**src/rtl/button_event_ctrl.sv**
```systemverilog
// button_event_ctrl: turns debounced button levels into PRESS/LONG/REPEAT/RELEASE
// events, arbitrated round-robin into a small FIFO drained over valid/ready.
module button_event_ctrl #(
  parameter int NBTN          = 4,
  parameter int IDXW          = 2,
  parameter int CW            = 24,
  parameter int LONG_CYCLES   = 13500000,
  parameter int REPEAT_CYCLES = 2700000,
  parameter int FIFO_DEPTH    = 4
) (
  input  logic            clock,
  input  logic            reset,
  input  logic [NBTN-1:0] clean,
  output logic            evt_valid,
  input  logic            evt_ready,
  output logic [IDXW-1:0] evt_btn,
  output logic [1:0]      evt_type,
  output logic            overflow,
  input  logic            clear_ovf
);

  localparam int PW  = $clog2(FIFO_DEPTH);
  localparam int OCW = PW + 1;
  localparam int EW  = IDXW + 2;

  localparam logic [1:0] ST_IDLE    = 2'd0;
  localparam logic [1:0] ST_PRESSED = 2'd1;
  localparam logic [1:0] ST_HELD    = 2'd2;

  localparam logic [1:0] EV_PRESS   = 2'd0;
  localparam logic [1:0] EV_LONG    = 2'd1;
  localparam logic [1:0] EV_REPEAT  = 2'd2;
  localparam logic [1:0] EV_RELEASE = 2'd3;

  localparam logic [CW-1:0]  LONG_LAST = CW'(LONG_CYCLES - 1);
  localparam logic [CW-1:0]  REP_LAST  = CW'(REPEAT_CYCLES - 1);
  localparam logic [OCW-1:0] DEPTH_C   = OCW'(FIFO_DEPTH);

  logic [1:0]      state_q [NBTN];
  logic [1:0]      state_d [NBTN];
  logic [CW-1:0]   cnt_q   [NBTN];
  logic [CW-1:0]   cnt_d   [NBTN];
  logic [NBTN-1:0] prev_q, prev_d;
  logic [NBTN-1:0] raise_s;
  logic [1:0]      raise_type_s [NBTN];

  logic [NBTN-1:0] pend_v_q, pend_v_d;
  logic [1:0]      pend_t_q [NBTN];
  logic [1:0]      pend_t_d [NBTN];
  logic [NBTN-1:0] gnt_s;
  logic [NBTN-1:0] drop_s;
  logic            ovf_q, ovf_d;

  logic            fifo_full_s;
  logic            grant_s;
  logic            pick_s;
  logic [IDXW-1:0] cand_s;
  logic [IDXW-1:0] grant_idx_s;
  logic [IDXW-1:0] rr_q, rr_d;

  logic [EW-1:0]   mem_q [FIFO_DEPTH];
  logic [EW-1:0]   mem_d [FIFO_DEPTH];
  logic [PW-1:0]   rd_q, rd_d, wr_q, wr_d;
  logic [OCW-1:0]  occ_q, occ_d;
  logic            push_s, pop_s;
  logic            valid_q, valid_d;
  logic [IDXW-1:0] btn_q, btn_d;
  logic [1:0]      type_q, type_d;

  // Per-button hold FSM: rising-edge detect, hold counter, event raise.
  always_comb begin
    prev_d = clean;
    for (int i = 0; i < NBTN; i++) begin
      state_d[i]      = state_q[i];
      cnt_d[i]        = cnt_q[i];
      raise_s[i]      = 1'b0;
      raise_type_s[i] = EV_PRESS;
      case (state_q[i])
        ST_IDLE: begin
          if (clean[i] && !prev_q[i]) begin
            state_d[i]      = ST_PRESSED;
            cnt_d[i]        = '0;
            raise_s[i]      = 1'b1;
            raise_type_s[i] = EV_PRESS;
          end else begin
            state_d[i] = ST_IDLE;
          end
        end
        ST_PRESSED: begin
          if (!clean[i]) begin
            state_d[i]      = ST_IDLE;
            cnt_d[i]        = '0;
            raise_s[i]      = 1'b1;
            raise_type_s[i] = EV_RELEASE;
          end else if (cnt_q[i] == LONG_LAST) begin
            state_d[i]      = ST_HELD;
            cnt_d[i]        = '0;
            raise_s[i]      = 1'b1;
            raise_type_s[i] = EV_LONG;
          end else begin
            cnt_d[i] = cnt_q[i] + CW'(1);
          end
        end
        ST_HELD: begin
          if (!clean[i]) begin
            state_d[i]      = ST_IDLE;
            cnt_d[i]        = '0;
            raise_s[i]      = 1'b1;
            raise_type_s[i] = EV_RELEASE;
          end else if ((REPEAT_CYCLES != 0) && (cnt_q[i] == REP_LAST)) begin
            cnt_d[i]        = '0;
            raise_s[i]      = 1'b1;
            raise_type_s[i] = EV_REPEAT;
          end else begin
            cnt_d[i] = cnt_q[i] + CW'(1);
          end
        end
        default: begin
          state_d[i] = ST_IDLE;
          cnt_d[i]   = '0;
        end
      endcase
    end
  end

  // Round-robin arbiter: first pending slot at or after rr, only if FIFO has room.
  always_comb begin
    fifo_full_s = (occ_q == DEPTH_C);
    grant_s     = 1'b0;
    grant_idx_s = '0;
    cand_s      = '0;
    pick_s      = 1'b0;
    if (!fifo_full_s) begin
      for (int k = 0; k < NBTN; k++) begin
        cand_s      = IDXW'((int'(rr_q) + k) % NBTN);
        pick_s      = pend_v_q[cand_s] && !grant_s;
        grant_idx_s = pick_s ? cand_s : grant_idx_s;
        grant_s     = grant_s | pick_s;
      end
    end else begin
      grant_s = 1'b0;
    end
    if (grant_s) begin
      rr_d = IDXW'((int'(grant_idx_s) + 1) % NBTN);
    end else begin
      rr_d = rr_q;
    end
  end

  // Pending slots: a slot being granted this edge can accept a new event.
  always_comb begin
    for (int i = 0; i < NBTN; i++) begin
      gnt_s[i]    = grant_s && (grant_idx_s == IDXW'(i));
      pend_v_d[i] = pend_v_q[i];
      pend_t_d[i] = pend_t_q[i];
      drop_s[i]   = 1'b0;
      if (raise_s[i]) begin
        if (!pend_v_q[i] || gnt_s[i]) begin
          pend_v_d[i] = 1'b1;
          pend_t_d[i] = raise_type_s[i];
        end else begin
          drop_s[i] = 1'b1;
        end
      end else if (gnt_s[i]) begin
        pend_v_d[i] = 1'b0;
      end else begin
        pend_v_d[i] = pend_v_q[i];
      end
    end
    if (|drop_s) begin
      ovf_d = 1'b1;
    end else if (clear_ovf) begin
      ovf_d = 1'b0;
    end else begin
      ovf_d = ovf_q;
    end
  end

  // Event FIFO; the head is re-registered from the post-update storage.
  always_comb begin
    push_s = grant_s;
    pop_s  = valid_q && evt_ready;
    mem_d  = mem_q;
    if (push_s) begin
      mem_d[wr_q] = {grant_idx_s, pend_t_q[grant_idx_s]};
    end else begin
      mem_d[wr_q] = mem_q[wr_q];
    end
    rd_d = pop_s  ? rd_q + PW'(1) : rd_q;
    wr_d = push_s ? wr_q + PW'(1) : wr_q;
    case ({push_s, pop_s})
      2'b10:   occ_d = occ_q + OCW'(1);
      2'b01:   occ_d = occ_q - OCW'(1);
      default: occ_d = occ_q;
    endcase
    valid_d = (occ_d != '0);
    if (valid_d) begin
      btn_d  = mem_d[rd_d][EW-1:2];
      type_d = mem_d[rd_d][1:0];
    end else begin
      btn_d  = btn_q;
      type_d = type_q;
    end
  end

  // Per-button FSM, edge-detect and pending-slot state.
  always_ff @(posedge clock or posedge reset) begin
    if (reset) begin
      for (int i = 0; i < NBTN; i++) begin
        state_q[i]  <= ST_IDLE;
        cnt_q[i]    <= '0;
        pend_t_q[i] <= EV_PRESS;
      end
      prev_q   <= '0;
      pend_v_q <= '0;
      rr_q     <= '0;
      ovf_q    <= 1'b0;
    end else begin
      for (int i = 0; i < NBTN; i++) begin
        state_q[i]  <= state_d[i];
        cnt_q[i]    <= cnt_d[i];
        pend_t_q[i] <= pend_t_d[i];
      end
      prev_q   <= prev_d;
      pend_v_q <= pend_v_d;
      rr_q     <= rr_d;
      ovf_q    <= ovf_d;
    end
  end

  // FIFO storage, pointers and registered head.
  always_ff @(posedge clock or posedge reset) begin
    if (reset) begin
      for (int d = 0; d < FIFO_DEPTH; d++) begin
        mem_q[d] <= '0;
      end
      rd_q    <= '0;
      wr_q    <= '0;
      occ_q   <= '0;
      valid_q <= 1'b0;
      btn_q   <= '0;
      type_q  <= EV_PRESS;
    end else begin
      for (int d = 0; d < FIFO_DEPTH; d++) begin
        mem_q[d] <= mem_d[d];
      end
      rd_q    <= rd_d;
      wr_q    <= wr_d;
      occ_q   <= occ_d;
      valid_q <= valid_d;
      btn_q   <= btn_d;
      type_q  <= type_d;
    end
  end

  assign evt_valid = valid_q;
  assign evt_btn   = btn_q;
  assign evt_type  = type_q;
  assign overflow  = ovf_q;

endmodule

```
**config.mk**
```make
export PLATFORM = sky130hd
export DESIGN_NAME = button_event_ctrl
export DESIGN_NICKNAME = d
export VERILOG_FILES = /design/src/rtl/button_event_ctrl.sv
export SDC_FILE = /design/constraint.sdc
export NUM_CORES = 1
export LEC_CHECK = 0
export BUFFER_PORTS_ARGS = -buffer_cell sky130_fd_sc_hd__buf_2
export CAP_MARGIN = 0
export CORE_MARGIN = 2
export CORE_UTILIZATION = 45
export DETAILED_ROUTE_END_ITERATION = 10
export PLACE_DENSITY = 0.58
export SYNTH_ARGS = -nofsm -noshare
export SYNTH_HDL_FRONTEND = slang
export SYNTH_SLANG_ARGS = --single-unit
```
**constraint.sdc**
```tcl
create_clock -name clock -period 10.36 [get_ports clock]
set_input_delay 1.036 -clock clock [delete_from_list [all_inputs] [get_ports clock]]
set_output_delay 1.036 -clock clock [all_outputs]
set_load 0.05 [all_outputs]
```
**Word-level counts from Yosys, hierarchy flattened**

Cells that the tools add are included.

- Bits in read-only memories: 0
- Bits in latches: 0
- Output and inout port bits: 6
- Bits of input ports: 8
- RAM bits: 0
- Register bits after elaboration: 151
- Logic and storage cells: 285
- Memories kept: 0

- Bitwise operators: 6
- Add/sub/neg operators: 12
- Multipliers: 0
- Divide/modulo/power cells: 0
- Shifts and indexed selects: 0
- Multiplexer cells: 140
- Reductions and logical operators: 52
- $lt $le $gt $ge: 8
- Equality and inequality tests: 38

Operator list:

| operator | count |
|---|---|
| 2-to-1 mux 24 bit | 20 |
| one-hot mux 24 bit (3 select lines) | 4 |
| adder 24 x 1 -> 24 bit (second input constant) | 4 |
| equality test 24 x 22 -> 1 bit (second input constant) | 4 |
| equality test 24 bit (second input constant) | 4 |
| 2-to-1 mux 2 bit | 32 |
| 2-to-1 mux 1 bit | 55 |
| bitwise mux 16 bit | 2 |
| one-hot mux 2 bit (3 select lines) | 4 |
| AND reduction 2 bit | 12 |
| 2-to-1 mux 4 bit | 5 |
| binary-select mux 4 bit (select 2 bit) | 2 |
| 2-to-1 mux 16 bit | 1 |
| inequality test 2 bit (second input constant) | 8 |
| one-hot mux 2 bit (2 select lines) | 4 |
| equality test 2 bit (second input constant) | 7 |
| logical AND 1 bit | 13 |
| equality test 2 x 1 -> 1 bit (second input constant) | 6 |
| < comparator 2 x 3 -> 1 bit (second input constant) | 4 |
| inequality test 3 bit (second input constant) | 4 |
| one-hot mux 1 bit (3 select lines) | 4 |
| logical NOT 1 bit | 11 |
| logical NOT 2 bit | 5 |
| nonzero test 2 bit | 5 |
| other kinds (17) | 36 |

**Logic depth before layout (Yosys ltp)**

- Word-level depth: 21
- Depth in mapped cells: 13
- Depth with buffers taken out: 13

**Least setup slack after synthesis**

No wires, ideal clock.

- Path kind: input to register
- Start point: in evt_ready
- End point: reg type_q[0], in the netlist evt_type[0]
- Setup time: 94 ps
- Data required time: 10266 ps
- Stages on the path: 11
- Path slack: 7537 ps
- Buffers on the path: 0
- Data arrival time: 2729 ps
- Cells stage by stage: nand2_1 inv_1 ha_1 inv_1 fa_1 xor2_1 nor2_1 xnor2_1 nand3_1 and2b_1 a211oi_1

- Elaborated cells between the ends (all ways): 10
- Classes of those cells: eq/ne: 2; mux: 5; bitwise: 1; reduce/logical: 2

RTL lines:

| element | line | text |
|---|---|---|
| start: declaration | 15 | `input logic evt_ready,` |
| logical AND 1 bit * | 182 | `pop_s = valid_q && evt_ready;` |
| equality test 2 x 1 -> 1 bit / equality test 2 bit (equally long branches) | 191 | `case ({push_s, pop_s})` |
| one-hot mux 3 bit (2 select lines) * | 191 |  |
| nonzero test 3 bit * | 196 | `valid_d = (occ_d != '0);` |
| net valid_d | 66 | `logic valid_q, valid_d;` |
| end signal: assignment | 252 | `type_q <= type_d;` |
| end: declaration | 68 | `logic [1:0] type_q, type_d;` |

The timed path passes the listed nets; every way through them passes the cells marked *. The select of a mux whose other input is x is not followed.
A chain may end at the register's enable or synchronous reset.

==> impl_metrics.py <==
metrics = {
    "grt": {
        "antenna_found_initial": 0,
        "grt_max_degree": 88,
        "grt_pass1_vias": 6098,
        "grt_pass1_wl_um": 28040,
        "grt_usage": 0.1860,
        "overflow": 0,
    },
    "synthesis": {
        "synth-edff-count": 0,
        "synth_flop_cell": "dfrtp_1",
        "async_flop_share": 1.000,
        "netlist_area_um2": 8055,
        "syn_inst": 848,
        "yosys_warnings": 0,
        "syn-num-nets": 882,
        "yosysSeqAreaShare": 0.4691,
        "syn_avg_cell_area_um2": 9.499,
        "ys_types": 65,
        "yosys_register_bits": 151,
    },
    "power_and_ir_drop": {
        "p_per_area_nw_per_um2": 215.1,
        "power_leakage_nw": 3.859,
        "peakVddDrop_v": 0.0001526,
    },
    "cts": {
        "cts_root_buf": "clkbuf_16",
        "clock_latency_ns": 0.42,
        "cts_buffer_depth": 2,
        "post_cts_resized": 0,
        "clock-sinks": 151,
        "cts_tree": "yes",
        "path_clk_slew_ns": 0.06,
        "post_cts_buffers": 0,
        "htree_levels": 4,
        "cts_buffers": 17,
        "cts_hold_buf": 0,
    },
    "finish": {
        "utilization": 0.5139,
        "final_cells": 1103,
        "multiInputGateArea_um2": 4044,
        "drive_gt1_frac": 0.09226,
        "diodes": 0,
        "nets": 900,
        "area.growth.synth_to_final_pct": 11.11,
        "n_fill_cell": 1550,
        "seq_area_um2": 3779,
    },
    "critical_path": {
        "cp_max_fo": 7,
        "critical_path.startpoint_type": "flop",
        "path_buf_inv": 0,
        "required_ns": 10.66,
        "crit_path_top_delay_cell": "mux4_1",
        "worstReg2RegStart": "rr_q[1]$_DFFE_PP0N_",
        "crit_path_cell_trace": "nand3b_1, a21o_2, a221oi_2, mux4_1, mux2i_1, a21oi_1, a211oi_1, a211oi_1",
        "critical_path.top_delay_family": "compound AO/OA/AOI/OAI gates",
        "cp_slowest_stage_delay_ns": 0.67,
        "worstSetupStartpoint": "rr_q[1]$_DFFE_PP0N_",
        "worstPathArrival_ns": 3.42,
        "crit_path_end_kind": "flop",
        "critPathKind": "flop to flop",
        "cpMostUsedCell": "a211oi_1",
    },
    "timing": {
        "worst_pin_slew_ns": 1.118,
        "rsz0062_at_grt": "no",
        "period_minus_slack_ns": 3.121,
        "setup_tns_ns": 0,
        "holdWs_ns": 0.4791,
        "slew_viol_final": 0,
        "finalHoldViolations": 0,
        "timing.fmax_mhz": 320.4,
        "period_share": 0.3013,
        "final-setup-viol-count": 0,
        "worst_slack_ns": 7.239,
        "slew_headroom": 0.2478,
        "fin_skew_ns": 0.007580,
    },
    "die": {
        "die_area_um2": 18990,
        "die_w_um": 137.8,
        "start_util": 0.4625,
        "core_area_um2": 17420,
        "rows": 48,
        "ios": 14,
        "die_h_um": 137.8,
    },
    "route": {
        "vias_per_cell": 5.431,
        "drtIter0Drc": 419,
        "wl_um": 16120,
        "drc": 0,
        "wl_per_cell_um": 14.62,
        "ant_nets": 0,
        "vias": 5990,
        "dr.pass1.iters": 4,
    },
    "worst_hold_path": {
        "hp-class": "flop to flop",
        "hold_start": "pend_t_q[0]$_DFFE_PP0P_",
    },
    "placement": {
        "place.port_buffers": 13,
        "dp_hpwl_um": 11410,
        "gp_congestion": 0.8550,
        "place_inst": 1072,
        "dp_slack_ns": 7.185,
    },
    "flow_run": {
        "cap_violations": 0,
    },
    "run_status": {
        "status": "finished, final reports clean",
    },
}
[cell usage after synthesis (6+ instances only)]
cell	instances	area (um^2)
dfrtp_1	151	3779
nor2_1	135	506.7
nand2_1	85	319.1
xor2_1	49	429.2
nand3_1	42	210.2
o21ai_0	42	210.2
inv_1	39	146.4
xnor2_1	30	262.8
a21oi_1	26	130.1
ha_1	25	312.8
and3_1	22	137.6
nor3_1	19	95.09
nand4_1	18	112.6
nand2b_1	15	93.84
clkbuf_1	12	45.04
a211oi_1	8	60.06
mux2i_1	8	80.08
nor2b_1	8	50.05
nor4_1	8	50.05
mux2_2	7	78.83
a31oi_1	6	37.54
and2_1	6	37.54
mux4_2	6	135.1
nand3b_1	6	45.04
[power by group]
part           switching (mW)  internal [mW]  leakage [nW]
Sequential             0.0640          0.672          2.00
Clock                   0.231          0.402         0.295
Combinational           0.332          0.224          1.56
[cells in the final DEF (no fill, tap or decap), types with 7 or more instances in the layout]
cell and count:
nand4_1 18, nor2b_1 8, nand2b_1 15, mux2_2 7, nand2_1 85, a211oi_1 8
and3_1 22, dfrtp_1 151, xor2_1 49, nor3_1 19, ha_1 25, nor2_1 135
o21ai_0 42, clkbuf_16 17, a21oi_1 26, xnor2_1 30, buf_2 13, nand3_1 42
inv_1 38, nor4_1 8, mux2i_1 8
[flip-flops by register name, indices dropped and copies added, names as in the netlist]
| name | cells |
|---|---|
| prev_q | 4 |
| evt_type | 2 |
| pend_v_q | 4 |
| wr_q | 2 |
| overflow | 1 |
| state_q | 8 |
| mem_q | 16 |
| evt_btn | 2 |
| rr_q | 2 |
| occ_q | 3 |
| cnt_q | 96 |
| evt_valid | 1 |
| rd_q | 2 |
| pend_t_q | 8 |
[per-stage QoR]
stage	instance area, um^2	power [mW]
global placement	8342	1.272
global route	8950	2.040
detailed placement	8342	1.301
floorplan	8055	1.185
CTS	8950	1.941
finish	8950	1.925
[tightest hold or removal path, stage by stage (launching register included)]
cell and delay, ns:
dfrtp_1 0.34, nand2_1 0.05, o21ai_0 0.06
[path summary, 6_finish.rpt]
check	to	slack, ns	cells after the start
min in group asynchronous	cnt_q[15]$_DFFE_PP0P_	0.77	2
max in group asynchronous	cnt_q[52]$_DFFE_PP0P_	8.28	3
worst min-delay path	pend_t_q[0]$_DFFE_PP0P_	0.48	2
worst max register to register	evt_type[0]$_DFFE_PP0P_	7.24	8
worst min register to register	pend_t_q[0]$_DFFE_PP0P_	0.48	2
worst max-delay path	evt_type[0]$_DFFE_PP0P_	7.24	8
[kinds of logic after synthesis]
| kind of cell | share of synthesized area |
|---|---|
| simple gates | 0.2420 |
| mux | 0.04582 |
| xor+xnor | 0.08590 |
| flops | 0.4691 |
| compound gates | 0.08621 |
| buf+inv | 0.02967 |
| fa+ha+maj | 0.04132 |
[per-layer routing]
metal / GRT usage / up-vias / routed length, um
li1: - / 2946 / -
met1: 0.2443 / 2949 / 7707
met2: 0.3038 / 77 / 7733
met3: 0.04930 / 18 / 517
met4: 0.05385 / 0 / 164
met5: 0 / - / 0
[area by class of cell]
cell class | count | share of cell area
sequential | 151 | 0.4222
multi-input combinational | 641 | 0.4518
clock buffer | 23 | 0.05452
tap | 225 | 0.03146
inverter | 40 | 0.01761
timing repair buffer | 15 | 0.008947
clock inverter | 8 | 0.01342
(Power assumes the default switching activity.)
